==> src/rtl/dot_mac_pkg.sv <==
// Shared types and defaults for the dot_product_mac streaming multiply-accumulate engine.
package dot_mac_pkg;

  localparam int DEF_DATA_W  = 4;
  localparam int DEF_VEC_LEN = 3;
  localparam int DEF_ACC_W   = 16;

  typedef enum logic {
    ST_ACCUM = 1'b0,
    ST_HOLD  = 1'b1
  } state_t;

  // Width needed to count 0..n-1, never narrower than one bit so VEC_LEN=1 still has a counter.
  function automatic int clog2(input int n);
    int w = 1;
    while ((1 << w) < n) w++;
    return w;
  endfunction

endpackage

==> src/rtl/dot_product_mac_onehot_enc.sv <==
// One-hot to binary operand decoder; zero-hot or multi-hot inputs decode to 0 and raise err.
module onehot_enc #(
  parameter int DATA_W = 4
) (
  input  logic [2**DATA_W-1:0] onehot,
  output logic [DATA_W-1:0]    value,
  output logic                 err
);

  logic found;

  always_comb begin
    value = '0;
    err   = 1'b0;
    found = 1'b0;
    for (int i = 0; i < 2**DATA_W; i++) begin
      if (onehot[i]) begin
        if (found) err = 1'b1;
        found = 1'b1;
        value = DATA_W'(i);
      end
    end
    if (!found) err = 1'b1;
    if (err) value = '0;
  end

endmodule

==> src/rtl/dot_product_mac.sv <==
// Sequential dot-product MAC with valid/ready on both sides.
// Define ONEHOT_INPUT_EN to take one-hot operands (2**DATA_W bits) and report illegal codes on out_err.
module dot_product_mac
  import dot_mac_pkg::*;
#(
  parameter int DATA_W  = DEF_DATA_W,
  parameter int VEC_LEN = DEF_VEC_LEN,
  parameter int ACC_W   = DEF_ACC_W,
`ifdef ONEHOT_INPUT_EN
  localparam int IN_W = 2**DATA_W
`else
  localparam int IN_W = DATA_W
`endif
) (
  input  logic             clk,
  input  logic             rst,
  input  logic             in_valid,
  output logic             in_ready,
  input  logic [IN_W-1:0]  in_a,
  input  logic [IN_W-1:0]  in_b,
  output logic             out_valid,
  input  logic             out_ready,
  output logic [ACC_W-1:0] out_data,
  output logic             out_ovf,
  output logic             out_err
);

  localparam int CNT_W  = clog2(VEC_LEN);
  localparam int PROD_W = 2 * DATA_W;
  localparam int SUM_W  = ACC_W + 1;
  localparam logic [CNT_W-1:0] LAST = CNT_W'(VEC_LEN - 1);

  state_t             state;
  logic [ACC_W-1:0]   acc;
  logic [CNT_W-1:0]   count;
  logic               ovf_r;
  logic               err_r;
  logic [DATA_W-1:0]  a_val;
  logic [DATA_W-1:0]  b_val;
  logic               err_now;
  logic [PROD_W-1:0]  prod;
  logic [SUM_W-1:0]   sum_ext;

`ifdef ONEHOT_INPUT_EN
  logic err_a;
  logic err_b;

  onehot_enc #(.DATA_W(DATA_W)) u_enc_a (.onehot(in_a), .value(a_val), .err(err_a));
  onehot_enc #(.DATA_W(DATA_W)) u_enc_b (.onehot(in_b), .value(b_val), .err(err_b));

  assign err_now = err_a | err_b;
`else
  assign a_val   = in_a;
  assign b_val   = in_b;
  assign err_now = 1'b0;
`endif

  // The extra top bit of sum_ext is the carry out of the wrapping accumulator.
  assign prod     = PROD_W'(a_val) * PROD_W'(b_val);
  assign sum_ext  = {1'b0, acc} + SUM_W'(prod);
  assign in_ready = (state == ST_ACCUM);

  always_ff @(posedge clk) begin
    if (rst) begin
      state     <= ST_ACCUM;
      acc       <= '0;
      count     <= '0;
      ovf_r     <= 1'b0;
      err_r     <= 1'b0;
      out_valid <= 1'b0;
      out_data  <= '0;
      out_ovf   <= 1'b0;
      out_err   <= 1'b0;
    end else begin
      case (state)
        ST_ACCUM: begin
          if (in_valid) begin
            if (count == LAST) begin
              out_data  <= sum_ext[ACC_W-1:0];
              out_ovf   <= ovf_r | sum_ext[ACC_W];
              out_err   <= err_r | err_now;
              out_valid <= 1'b1;
              acc       <= '0;
              count     <= '0;
              ovf_r     <= 1'b0;
              err_r     <= 1'b0;
              state     <= ST_HOLD;
            end else begin
              acc   <= sum_ext[ACC_W-1:0];
              ovf_r <= ovf_r | sum_ext[ACC_W];
              err_r <= err_r | err_now;
              count <= count + 1'b1;
            end
          end
        end
        ST_HOLD: begin
          if (out_ready) begin
            out_valid <= 1'b0;
            state     <= ST_ACCUM;
          end
        end
        default: state <= ST_ACCUM;
      endcase
    end
  end

endmodule
==> config.mk <==
export PLATFORM = sky130hd
export DESIGN_NAME = dot_product_mac
export DESIGN_NICKNAME = d
export VERILOG_FILES = /design/src/rtl/dot_mac_pkg.sv /design/src/rtl/dot_product_mac_onehot_enc.sv /design/src/rtl/dot_product_mac.sv
export SDC_FILE = /design/constraint.sdc
export NUM_CORES = 1
export LEC_CHECK = 0
export CORE_ASPECT_RATIO = 2
export CORE_UTILIZATION = 50
export DETAILED_ROUTE_END_ITERATION = 8
export GPL_TIMING_DRIVEN = 0
export PLACE_DENSITY_LB_ADDON = 0.15
export SLEW_MARGIN = 20
export SYNTH_ARGS = -nofsm -noshare
export SYNTH_HDL_FRONTEND = slang
export SYNTH_HIERARCHICAL = 1
export SYNTH_SLANG_ARGS = --single-unit
==> constraint.sdc <==
create_clock -name clk -period 3.43 [get_ports clk]
set_clock_uncertainty 0.15 [all_clocks]
set_input_delay 0.5145 -clock clk [delete_from_list [all_inputs] [get_ports clk]]
set_output_delay 0.5145 -clock clk [all_outputs]
set_load 0.01 [all_outputs]
==> metrics.cfg <==
[status]
status = finished, violations left
failed_checks = negative setup slack

[grt]
grtUsageTotal_pct = 24.1
grt_max_degree = 12
grt-ovfl-total = 0
grt_pass1_wl_um = 9250
antenna_found_initial = 0
grt_pass1_vias = 2118

[power_and_ir_drop]
peakVddDrop_mv = 0.337
p_per_area_mw_per_mm2 = 466
p_leak_nw = 1.29

[logic_synthesis]
ys.flop_type = dfxtp_1
yosys_warnings = 6
synth_edf_count = 0
synth_common_cells = dfxtp_1, inv_1, nand2_1, ha_1
synth.largest_area_cell = dfxtp_1
synth.ff_latch_count = 38
netlist.area_leader.share_pct = 31.8
yosysMostFrequentCell = dfxtp_1
syn_avg_cell_area_um2 = 8.87
synthArstFlopShare_pct = 0
syn_nets = 309
synth_area_leaders = dfxtp_1, ha_1, fa_1
yosysSeqAreaShare_pct = 31.8
synth_cells = 270
synth_area_mm2 = 0.00239
ys_types = 52

[setup_path]
cp_common_cell = fa_1
crit_fanout = 4
path_cells = buf_8, nand2_4, fa_1, fa_1, fa_1, inv_2, ha_4, o211a_4, a221o_2, a31oi_4, xor2_1, o21ai_1
cp-end-kind = flop
cp_slowest_cell = fa_1
cp_data_required_time_ns = 3.47
crit_path_start_kind = input port
path_depth = 12
path_class = in2reg
cpPeakStageDelay_ns = 0.55
arrival_ns = 3.51
reg2regPathDepth = 9
critPathBufInv = 2
critPathTopFamily = adder cells

[layout]
multi_input_area_mm2 = 0.00160
n_antenna_cell = 0
nets = 352
seq_area_um2 = 761
nFillCells = 408
final_util_pct = 66.4
areaGrowthSynthToFinish_pct = 27.5
drive_gt1_share_pct = 17.3

[floorplanning]
dieArea_mm2 = 0.00509
ioPinCount = 32
die_h_um = 99.9
start_util_pct = 52.1
die_w_um = 50.9
core_mm2 = 0.00460
floorplan.rows = 35

[sta]
maxSlewViolCount = 0
final-setup-viol-count = 4
fin_crit_sh_pct = 101
worst_slack_ns = -0.0408
fin_crit_ns = 3.47
clock.fmax_ghz = 0.288
slew_headroom_pct = 62.1
final.setup.tns_ns = -0.0681
tightestPinTransition_ns = 0.569
grt_setup_unrepaired = true
fin_hold_ws_ns = 0.299
final-hold-violation-count = 0

[clock_tree]
clkTransAtPathRegs_ns = 0.07
clock_path_buffers = 2
cts.htree.levels = 2
cts_tree = built
cts_root_buf = clkbuf_8
cts_buffers = 5
hold_buffers = 0
clk_latency_ns = 0.30
cts.sinks = 38

[placement]
gp_congestion = 0.844
place_hpwl_um = 4180
pre_cts_ws_ns = -0.947
portBuffers = 30

[routing]
avgRoutedWirePerCell_um = 14.9
drc = 0
drt_pass1_iterations = 4
viasPerCell = 5.67
totalWireLength_um = 5480
drt_iter0_drc = 34
ant_nets = 0
vias = 2088

[min_path]
timing.hold.worst.class = reg2reg
hold_path_depth = 2

[run]
cap_violations = 0

## worst min-delay path, cell delays in order, from the launching register on
cell and delay [ns]:
dfxtp_1 0.31, nand2_1 0.05, o21ai_1 0.05
## kinds of logic after synthesis
logic type | share of synthesized area, %
compound gates | 22.4
buf+inv | 6.63
fa+ha+maj | 16.9
flops | 31.8
other cells | 0.157
xor+xnor | 4.39
simple gates | 17.8
## layout make-up
cell class                 instances  area share (%)
clock inverter                     1           0.984
multi-input combinational        194            52.3
tap                               55            2.25
sequential                        38            24.9
buffer                             9            1.64
clock buffer                       6            2.70
timing repair buffer              36            11.6
inverter                          29            3.57
## path summary, 6_finish.rpt
check	start	end	slack, ns
min	out_data[12]$_SDFFE_PP0P_	out_data[12]$_SDFFE_PP0P_	0.30
max	in_b[3]	out_data[12]$_SDFFE_PP0P_	-0.04
max reg2reg	acc[2]$_SDFFE_PP0P_	out_data[12]$_SDFFE_PP0P_	0.69
min reg2reg	out_data[12]$_SDFFE_PP0P_	out_data[12]$_SDFFE_PP0P_	0.30
## per-stage QoR
stage	instances	power [mW]	area [um2]
2_1_floorplan	270	0.814	2420
3_3_place_gp	355	0.925	2790
3_5_place_dp	355	0.932	2790
4_1_cts	366	1.39	2980
5_1_grt	368	1.50	3050
6_report	368	1.42	3050
## power breakdown
group	switching [mW]	internal, mW	leakage (nW)
Clock	0.161	0.233	0.0573
Combinational	0.302	0.247	0.922
Sequential	0.0134	0.465	0.308
## repair_timing
action                                  CTS  global route
gates resized for setup                  46            14
pin swaps                                15            13
buffers inserted                          4             2
endpoints found under the setup margin   26            22
## flip-flops by register name, indices dropped and copies added, names as in the netlist
signal	count
out_valid	1
count	2
acc	16
ovf_r	1
out_data	16
state	1
out_ovf	1
## placed cells by master (no fill, tap or decap), types with 8 or more instances in the layout
cell type	n
nor2_1	13
dfxtp_1	38
a21oi_1	13
fa_1	8
and2_1	12
inv_1	28
o21ai_0	8
ha_1	14
buf_4	9
nand2_1	22
a22o_1	14
clkdlybuf4s50_1	22
## per-layer routing
| layer | GRT usage [%] | wire length (um) | vias up |
|---|---|---|---|
| li1 | - | - | 1025 |
| met1 | 23.2 | 2100 | 1019 |
| met2 | 47.1 | 3140 | 33 |
| met3 | 3.64 | 84 | 11 |
| met4 | 11.3 | 154 | 0 |
| met5 | 0 | 0 | - |
No activity file was read; power rests on OpenSTA's default activity.
